===== config.mk =====
export PLATFORM = sky130hd
export DESIGN_NAME = fft_bfly_addr_gen
export DESIGN_NICKNAME = d
export VERILOG_FILES = /design/src/rtl/fft_bfly_addr_gen.sv
export SDC_FILE = /design/constraint.sdc
export NUM_CORES = 1
export LEC_CHECK = 0
export CAP_MARGIN = 20
export CORE_MARGIN = 1.5
export CORE_UTILIZATION = 56
export CTS_BUF_LIST = sky130_fd_sc_hd__clkbuf_2 sky130_fd_sc_hd__clkbuf_4 sky130_fd_sc_hd__clkbuf_8
export CTS_CLUSTER_SIZE = 16
export DETAILED_ROUTE_END_ITERATION = 8
export GPL_TIMING_DRIVEN = 0
export PLACE_DENSITY_LB_ADDON = 0.1
export SLEW_MARGIN = 20
export SYNTH_ARGS = -nofsm -noshare
export SYNTH_HDL_FRONTEND = slang
export SYNTH_SLANG_ARGS = --single-unit

===== constraint.sdc =====
create_clock -name clk -period 4.2 [get_ports clk]
set_clock_uncertainty 0.15 [all_clocks]
set_input_delay 0.42 -clock clk [delete_from_list [all_inputs] [get_ports clk]]
set_output_delay 0.42 -clock clk [all_outputs]
set_load 0.005 [all_outputs]

===== src/rtl/fft_bfly_addr_gen.sv =====
// Radix-2 DIT FFT address generator.
// Walks every stage and butterfly of an in-place N = 2^LOG2N point transform.
// For each butterfly it emits the operand address pair and the twiddle index
// on a valid/ready stream.
// Optional macro FFT_AGU_BITREV_EN adds a bit-reversal pass before the first
// stage. That pass emits one (j, bitrev(j)) beat for each point.
module fft_bfly_addr_gen #(
  parameter int unsigned LOG2N = 5,
  parameter int unsigned SW    = 3
) (
  input  logic               clk,
  input  logic               clr_n,
  input  logic               start,
  input  logic               abort,
  output logic               busy,
  output logic               done,
  output logic               out_valid,
  input  logic               out_ready,
  output logic [LOG2N-1:0]   addr_a,
  output logic [LOG2N-1:0]   addr_b,
  output logic [LOG2N-2:0]   tw_idx,
  output logic [SW-1:0]      stage,
  output logic               last_in_stage
);

  localparam int unsigned KW = LOG2N - 1;
  localparam int unsigned N  = 1 << LOG2N;

  localparam logic [KW-1:0]    K_LAST = KW'(N / 2 - 1);
  localparam logic [SW-1:0]    S_LAST = SW'(LOG2N - 1);
  localparam logic [LOG2N-1:0] J_LAST = LOG2N'(N - 1);

`ifdef FFT_AGU_BITREV_EN
  typedef enum logic [1:0] {ST_IDLE, ST_RUN, ST_BITREV} state_t;
`else
  typedef enum logic [1:0] {ST_IDLE, ST_RUN} state_t;
`endif

  state_t state_q, state_d;

  logic [SW-1:0]    s_q, s_d;
  logic [KW-1:0]    k_q, k_d;
  logic [LOG2N-1:0] j_q, j_d;

  logic             busy_d, done_d, valid_d, last_d;
  logic [LOG2N-1:0] a_d, b_d;
  logic [KW-1:0]    tw_d;
  logic [SW-1:0]    stage_d;
  logic             load_run, load_br, accept;

  // Upper-wing address: the group base is grp*2^(s+1), plus the offset inside the group.
  function automatic logic [LOG2N-1:0] bfly_a(input logic [SW-1:0] s, input logic [KW-1:0] k);
    logic [LOG2N-1:0] kk, mask, pos, grp;
    kk   = LOG2N'(k);
    mask = (LOG2N'(1) << s) - LOG2N'(1);
    pos  = kk & mask;
    grp  = kk >> s;
    return ((grp << s) << 1) | pos;
  endfunction

  // Twiddle index: the offset inside the group, scaled up to the full-length ROM.
  function automatic logic [KW-1:0] bfly_tw(input logic [SW-1:0] s, input logic [KW-1:0] k);
    logic [LOG2N-1:0] mask, sh;
    mask = (LOG2N'(1) << s) - LOG2N'(1);
    sh   = (LOG2N'(k) & mask) << (SW'(LOG2N - 1) - s);
    return KW'(sh);
  endfunction

  // Reverse the bits of the point index over LOG2N bits.
  function automatic logic [LOG2N-1:0] bit_rev(input logic [LOG2N-1:0] j);
    logic [LOG2N-1:0] r;
    r = '0;
    for (int i = 0; i < int'(LOG2N); i++) r[i] = j[LOG2N-1-i];
    return r;
  endfunction

  // Next-state, counter and output-register logic.
  always_comb begin
    state_d  = state_q;
    s_d      = s_q;
    k_d      = k_q;
    j_d      = j_q;
    busy_d   = busy;
    done_d   = 1'b0;
    valid_d  = out_valid;
    a_d      = addr_a;
    b_d      = addr_b;
    tw_d     = tw_idx;
    stage_d  = stage;
    last_d   = last_in_stage;
    load_run = 1'b0;
    load_br  = 1'b0;
    accept   = out_valid & out_ready;

    case (state_q)
      ST_IDLE: begin
        if (start) begin
          s_d     = '0;
          k_d     = '0;
          j_d     = '0;
          valid_d = 1'b1;
          busy_d  = 1'b1;
`ifdef FFT_AGU_BITREV_EN
          state_d = ST_BITREV;
          load_br = 1'b1;
`else
          state_d  = ST_RUN;
          load_run = 1'b1;
`endif
        end
      end
      ST_RUN: begin
        if (accept) begin
          if (s_q == S_LAST && k_q == K_LAST) begin
            state_d = ST_IDLE;
            valid_d = 1'b0;
            busy_d  = 1'b0;
            done_d  = 1'b1;
          end else begin
            if (k_q == K_LAST) begin
              k_d = '0;
              s_d = s_q + SW'(1);
            end else begin
              k_d = k_q + KW'(1);
            end
            load_run = 1'b1;
          end
        end
      end
`ifdef FFT_AGU_BITREV_EN
      ST_BITREV: begin
        if (accept) begin
          if (j_q == J_LAST) begin
            state_d  = ST_RUN;
            s_d      = '0;
            k_d      = '0;
            load_run = 1'b1;
          end else begin
            j_d     = j_q + LOG2N'(1);
            load_br = 1'b1;
          end
        end
      end
`endif
      default: state_d = ST_IDLE;
    endcase

    if (load_run) begin
      a_d     = bfly_a(s_d, k_d);
      b_d     = bfly_a(s_d, k_d) + (LOG2N'(1) << s_d);
      tw_d    = bfly_tw(s_d, k_d);
      stage_d = s_d;
      last_d  = (k_d == K_LAST);
    end

    if (load_br) begin
      a_d     = j_d;
      b_d     = bit_rev(j_d);
      tw_d    = '0;
      stage_d = '0;
      last_d  = (j_d == J_LAST);
    end

    // Abort wins over start and over beat acceptance.
    if (abort) begin
      state_d = ST_IDLE;
      valid_d = 1'b0;
      busy_d  = 1'b0;
      done_d  = 1'b0;
    end
  end

  // State, counters and registered outputs.
  always_ff @(posedge clk or negedge clr_n) begin
    if (!clr_n) begin
      state_q       <= ST_IDLE;
      s_q           <= '0;
      k_q           <= '0;
      j_q           <= '0;
      busy          <= 1'b0;
      done          <= 1'b0;
      out_valid     <= 1'b0;
      addr_a        <= '0;
      addr_b        <= '0;
      tw_idx        <= '0;
      stage         <= '0;
      last_in_stage <= 1'b0;
    end else begin
      state_q       <= state_d;
      s_q           <= s_d;
      k_q           <= k_d;
      j_q           <= j_d;
      busy          <= busy_d;
      done          <= done_d;
      out_valid     <= valid_d;
      addr_a        <= a_d;
      addr_b        <= b_d;
      tw_idx        <= tw_d;
      stage         <= stage_d;
      last_in_stage <= last_d;
    end
  end

endmodule


==> results of run 1 <==
==> kinds of logic after synthesis <==
family / count (synthesis) / synth area share
and+or+nand+nor: 69 / 0.213
AOI/OAI and AO/OA: 50 / 0.210
DFF: 27 / 0.398
buffers and inverters: 19 / 0.0620
adders and majority gates: 8 / 0.0634
xor gates and xnor gates: 4 / 0.0207
muxes: 4 / 0.0302
other: 1 / 0.00221
==> worst register-to-register path: cells and delay by family, from the launching register on <==
family / cells / cell delay [ns]
compound gates: 5 / 0.92
xor+xnor: 1 / 0.15
fa+ha+maj: 3 / 0.66
buf+inv: 2 / 0.15
flops: 1 / 0.43
mux: 1 / 0.36
simple gates: 5 / 1.02
==> cell usage in the layout, fill, tap and decap left out, types with 4 or more instances in the layout <==
cell type / count
dfrtp_1: 26
clkdlybuf4s50_1: 24
nand2_1: 20
nor2_1: 16
inv_1: 10
a21oi_1: 10
buf_4: 10
o21ai_0: 9
nand3_1: 7
a31oi_1: 6
o21ai_1: 4
ha_1: 4
clkbuf_4: 4
==> per-layer routing <==
layer | vias up | wire length [um] | GRT usage
li1 | 728 | - | -
met1 | 724 | 1840 | 0.359
met2 | 51 | 2060 | 0.407
met3 | 4 | 239 | 0.0223
met4 | 0 | 38 | 0.0831
met5 | - | 0 | 0
==> worst max path at each step <==
| stage | startpoint | to | slack [ns] | cells after the start |
|---|---|---|---|---|
| floorplan | s_q[0]$_DFF_PN0_ | addr_b[4]$_DFFE_PN0P_ | 0.35 | 19 |
| global placement | out_ready | addr_b[4]$_DFFE_PN0P_ | -0.27 | 18 |
| detailed placement | out_ready | addr_b[4]$_DFFE_PN0P_ | -0.39 | 18 |
| CTS | s_q[0]$_DFF_PN0_ | addr_b[4]$_DFFE_PN0P_ | 0.04 | 19 |
| global route | s_q[0]$_DFF_PN0_ | addr_b[4]$_DFFE_PN0P_ | -0.003 | 19 |
| finish | s_q[0]$_DFF_PN0_ | addr_b[4]$_DFFE_PN0P_ | 0.24 | 17 |
==> state kept, by name, summed over array words and instances, names as in the netlist <==
signal / cells
last_in_stage: 1
out_valid: 1
addr_b: 5
addr_a: 5
k_q: 4
done: 1
s_q: 3
stage: 3
tw_idx: 4
==> final cells by class <==
class	instances	area share
plain buffers	6	0.0225
multi-input cells	136	0.459
well taps	31	0.0179
flip-flops and latches	27	0.312
repair buffers	35	0.149
clock buffers	4	0.0138
inverters	13	0.0260
==> per-stage QoR <==
step	hold WS [ns]	utilization	worst slack [ns]
finish	0.338	0.773	0.240
global route	0.357	0.773	-0.00262
CTS	0.340	0.732	0.0366
detailed placement	0.305	0.706	-0.391
global placement	0.302	0.708	-0.270
floorplan	-0.0256	-	0.353
==> report_power, final <==
group | switching, mW | total [mW] | internal (mW)
sequential | 0.0119 | 0.290 | 0.278
combinational | 0.0571 | 0.115 | 0.0575
clock | 0.0729 | 0.117 | 0.0436
==> repair_timing <==
action,in CTS,in global routing
setup buffers,2,7
gates resized for setup,5,10
endpoints found under the setup margin,1,2
pin swaps,1,2
hold buffers,1,0
endpoints found under the hold margin,27,0
==> flow_summary_export.csv, run 1 <==
group,metric,value,unit
outcome,status,"complete, no violations",
layout,final_cell_area,0.00217,mm2
synth,synth_area_leader_cell,"dfrtp_1",
hold_path,hp-class,"flop to flop",
detailed_routing,drtIter0Drc,72,
layout,nFillCells,194,
synth,syn_area,0.00170,mm2
floorplanning,pin_count,26,
clocking,cts.path.max_buffers,2,
clocking,cts_sinks,27,
placement,dp_cells,238,
synth,syn_avg_cell_area,9.32,um2
detailed_routing,drt-pass1-iter-count,6,
grt,overflow,0,
floorplanning,num_rows,19,
grt,grtUsageTotal,0.252,
grt,grt_max_degree,28,
synth,postSynthCellCount,182,
setup_path,slowest_delay,0.43,ns
setup_path,r2r-end,"addr_b[4]$_DFFE_PN0P_",
clocking,worstSkewPairLatency,0.32,ns
synth,synthTopCellsByCount,"27 x dfrtp_1, 21 x nand2_1, 17 x nor2_1",
setup_path,crit_required,4.24,ns
synth,synthMostInstantiatedCell,"dfrtp_1",
setup_path,worst-path-buf-inv,2,
setup_path,path_class,"flop to flop",
layout,multi_input_area,996,um2
sta,setup_viol,0,
synth,ys_ff_latch,27,
floorplanning,start_util,0.605,
setup_path,path_cells,"inv_1 > ha_1 > and2_4 > nor3_4 > mux2_4 > clkinv_4 > nor2_4 > ha_4 > or3_1 > a32o_2 > ha_4 > nor2b_2 > a31oi_1 > o31ai_1 > a31oi_1 > xnor2_1 > o21ai_0",
detailed_routing,detail_route.wl_per_cell,16.6,um
sta,max_freq,252,MHz
grt,grt_pass1_vias,1340,
layout,areaGrowthSynthToFinish,27.9,%
synth,synth_edf_count,0,
sta,post-route-period-util,0.943,
synth,synth_fp_nets,195,
sta,min_period,3.96,ns
layout,drive_above_1_share,0.213,
synth,ys_types,53,
floorplanning,die_w,58.0,um
synth,yosysSeqAreaShare,0.398,
pwr,peakVddDrop,200,uV
layout,register_area,677,um2
floorplanning,core,0.00281,mm2
floorplanning,dieArea,0.00337,mm2
layout,stdcell_count,252,
detailed_routing,vias,1507,
grt,antenna_found_initial,0,
synth,yosys_warnings,0,
placement,placed_area,0.00198,mm2
run,cap_violations,0,
sta,hold_viol_final,0,
detailed_routing,drc_errors,0,
placement,portBuffers,25,
setup_path,regToRegSetupSlack,0.24,ns
layout,diodes,0,
synth,ys_top_cells_by_area,"dfrtp_1 40%, ha_1 5.2%, nand2_1 4.6%, nor2_1 3.8%, a21oi_1 2.9%",
grt,grt_first_pass_wirelength,6.53,mm
pwr,p_leak,0.896,nW
clocking,cts_buffers,3,
setup_path,slowest_stage,"dfrtp_2",
detailed_routing,postRouteAntennaNets,0,
clocking,h-tree-depth,1,
clocking,cts_tree,"done",
synth,synth_top_area_share,0.398,
clocking,cts_root_buf,"clkbuf_4",
clocking,path_clk_slew,0.14,ns
detailed_routing,via_per_inst,5.98,
hold_path,hold_start,"addr_b[0]$_DFFE_PN0P_",
sta,finalMaxSlewViolations,0,
sta,worst_pin_slew,1.04,ns
sta,timing.setup.tns,0,ns
setup_path,worst_setup_path_start_kind,"flop",
setup_path,critPathCaptureType,"flop",
hold_path,whs_path_depth,2,
sta,maxSlewHeadroom,0.301,
hold_path,hold_end,"addr_b[0]$_DFFE_PN0P_",
setup_path,critical-path-top-delay-family,"simple AND/OR/NAND/NOR gates",
placement,hpwl,2.90,mm
pwr,power_density,240,mW/mm2
floorplanning,dieHeight,58.0,um
setup_path,r2r-start,"s_q[0]$_DFF_PN0_",
synth,ys.flop_type,"dfrtp_1",
placement,globalplace.congestion,0.873,
setup_path,critPathMaxFanout,6,
setup_path,reg2regPathDepth,17,
pwr,design_power_total,0.521,mW
detailed_routing,routed_wl,4.17,mm
setup_path,cp.arrival,4.00,ns
synth,async_flop_share,1.00,
layout,nets,235,
(Power assumes the default switching activity.)
==> inputs of run 2 (changes only) <==
--- a/config.mk
+++ b/config.mk
@@ -13,6 +13,7 @@
 export DETAILED_ROUTE_END_ITERATION = 8
 export GPL_TIMING_DRIVEN = 0
 export PLACE_DENSITY_LB_ADDON = 0.1
+export SETUP_SLACK_MARGIN = 0.1
 export SLEW_MARGIN = 20
 export SYNTH_ARGS = -nofsm -noshare
 export SYNTH_HDL_FRONTEND = slang
==> flow_summary_export.csv, run 2 (synthesis results as in run 1) <==
group,metric,value,unit
detailed_routing,drc_errors,0,
placement,pre_cts_ws,-0.391,ns
floorplanning,num_rows,19,
floorplanning,dieHeight,58.0,um
setup_path,critical_path_depth,17,
floorplanning,die_w,58.0,um
setup_path,slowest_delay,0.39,ns
clocking,cts_sinks,27,
clocking,h-tree-depth,1,
detailed_routing,postRouteAntennaNets,0,
grt,overflow,0,
outcome,status,"complete, no violations",
run,cap_violations,0,
floorplanning,pin_count,26,
sta,max_freq,255,MHz
grt,grt_max_degree,28,
detailed_routing,drtIter0Drc,82,
layout,stdcell_count,252,
layout,register_area,678,um2
setup_path,cp.arrival,3.96,ns
layout,mostFrequentLayoutCells,"25 x dfrtp_1, 24 x clkdlybuf4s50_1, 20 x nand2_1, 16 x nor2_1",
layout,diodes,0,
placement,globalplace.congestion,0.873,
floorplanning,dieArea,0.00337,mm2
layout,multi_input_area,0.00100,mm2
grt,antenna_found_initial,0,
grt,grt_first_pass_wirelength,6.62,mm
sta,worst_pin_slew,1.01,ns
clocking,path_clk_slew,0.14,ns
setup_path,worst-path-buf-inv,2,
clocking,cts_root_buf,"clkbuf_4",
clocking,worstSkewPairLatency,0.31,ns
sta,min_period,3.92,ns
sta,hold_viol_final,0,
setup_path,reg2regPathDepth,17,
pwr,p_leak,0.894,nW
layout,post-route-util,0.777,
pwr,power_density,239,mW/mm2
pwr,peakVddDrop,200,uV
setup_path,regToRegSetupSlack,0.28,ns
grt,grtUsageTotal,0.255,
placement,dp_cells,238,
sta,fin_ws,0.281,ns
clocking,cts_buffers,3,
setup_path,worst_setup_path_start_kind,"flop",
layout,nets,235,
placement,hpwl,2.90,mm
setup_path,critPathMaxFanout,6,
setup_path,path_class,"flop to flop",
setup_path,r2r-end,"addr_b[4]$_DFFE_PN0P_",
detailed_routing,vias,1530,
sta,setup_viol,0,
layout,drive_above_1_share,0.217,
placement,portBuffers,25,
layout,nFillCells,190,
setup_path,startpoint,"s_q[0]$_DFF_PN0_",
sta,maxSlewHeadroom,0.320,
setup_path,critical-path-top-delay-family,"simple AND/OR/NAND/NOR gates",
sta,post-route-period-util,0.933,
clocking,cts.path.max_buffers,2,
sta,finalMaxSlewViolations,0,
setup_path,r2r-start,"s_q[0]$_DFF_PN0_",
sta,rsz0062_at_grt,"no",
floorplanning,start_util,0.605,
grt,grt_pass1_vias,1358,
detailed_routing,routed_wl,4.07,mm
setup_path,path_cells,"inv_1 > ha_1 > and2_4 > nor3_4 > mux2_4 > clkinv_4 > nor2_4 > ha_4 > or3_1 > a32o_2 > ha_4 > nor2b_2 > a31oi_1 > o31ai_1 > a31oi_1 > xnor2_1 > o21ai_0",
detailed_routing,via_per_inst,6.07,
setup_path,crit_required,4.24,ns
setup_path,critPathCaptureType,"flop",
layout,areaGrowthSynthToFinish,28.5,%
detailed_routing,detail_route.wl_per_cell,16.2,um
setup_path,slowest_stage,"dfrtp_2",
hold_path,hp-class,"flop to flop",
detailed_routing,drt-pass1-iter-count,6,
layout,final_common_cell,"dfrtp_1",
layout,top_regs,"addr_a: 5 flops, addr_b: 5 flops",
clocking,cts_tree,"done",
setup_path,cp-endpoint,"addr_b[4]$_DFFE_PN0P_",
floorplanning,core,0.00281,mm2
[run 2: worst min-delay path: stages (launching register included)]
cell	delay [ns]
dfrtp_1	0.37
nand2_1	0.05
nand2_1	0.05
[run 2: area by class of cell]
class / instances / area share
Buffer: 6 / 0.0224
Clock buffer: 4 / 0.0138
Inverter: 13 / 0.0258
Multi-Input combinational cell: 136 / 0.461
Sequential cell: 27 / 0.311
Tap cell: 31 / 0.0178
Timing Repair Buffer: 35 / 0.148
[run 2: timing repair]
item                                   4_1_cts  5_1_grt
endpoints found under the hold margin       27        0
setup buffers                                4        5
hold buffers                                 1        0
gates resized for setup                      7       10
setup endpoints to repair                    2        2
pin swaps                                    1        3
[run 2: routing by layer]
layer / share of wire / track usage
met1: 0.43 / 0.363
met2: 0.50 / 0.414
met3: 0.056 / 0.0223
met4: 0.0093 / 0.0831
met5: 0 / 0
[run 2: how the worst min path moves through the flow]
stage	start	endpoint	slack (ns)	cells after the start
final	addr_b[0]$_DFFE_PN0P_	addr_b[0]$_DFFE_PN0P_	0.34	2
after global routing	addr_b[0]$_DFFE_PN0P_	addr_b[0]$_DFFE_PN0P_	0.36	2
after CTS	addr_b[0]$_DFFE_PN0P_	addr_b[0]$_DFFE_PN0P_	0.34	2
after detailed placement	clr_n	k_q[3]$_DFF_PN0_	0.31	1
after global placement	addr_b[0]$_DFFE_PN0P_	addr_b[0]$_DFFE_PN0P_	0.30	2
after floorplan	clr_n	addr_a[0]$_DFFE_PN0P_	-0.03	0
[run 2: power breakdown]
group	total, mW	internal, mW	switching, mW	leakage (nW)
logic	0.115	0.0583	0.0569	0.523
registers	0.290	0.278	0.0120	0.353
clock network	0.116	0.0436	0.0721	0.0184
total	0.521	0.380	0.141	0.894
[run 2: stage by stage]
step | hold slack [ns] | total power, mW | TNS [ns] | cell area [um2]
after floorplan | -0.0256 | 0.342 | 0 | 1700
after global placement | 0.302 | 0.396 | -0.303 | 1990
after detailed placement | 0.305 | 0.399 | -0.560 | 1980
after CTS | 0.340 | 0.520 | 0 | 2070
after global routing | 0.357 | 0.549 | 0 | 2180
final | 0.338 | 0.521 | 0 | 2180
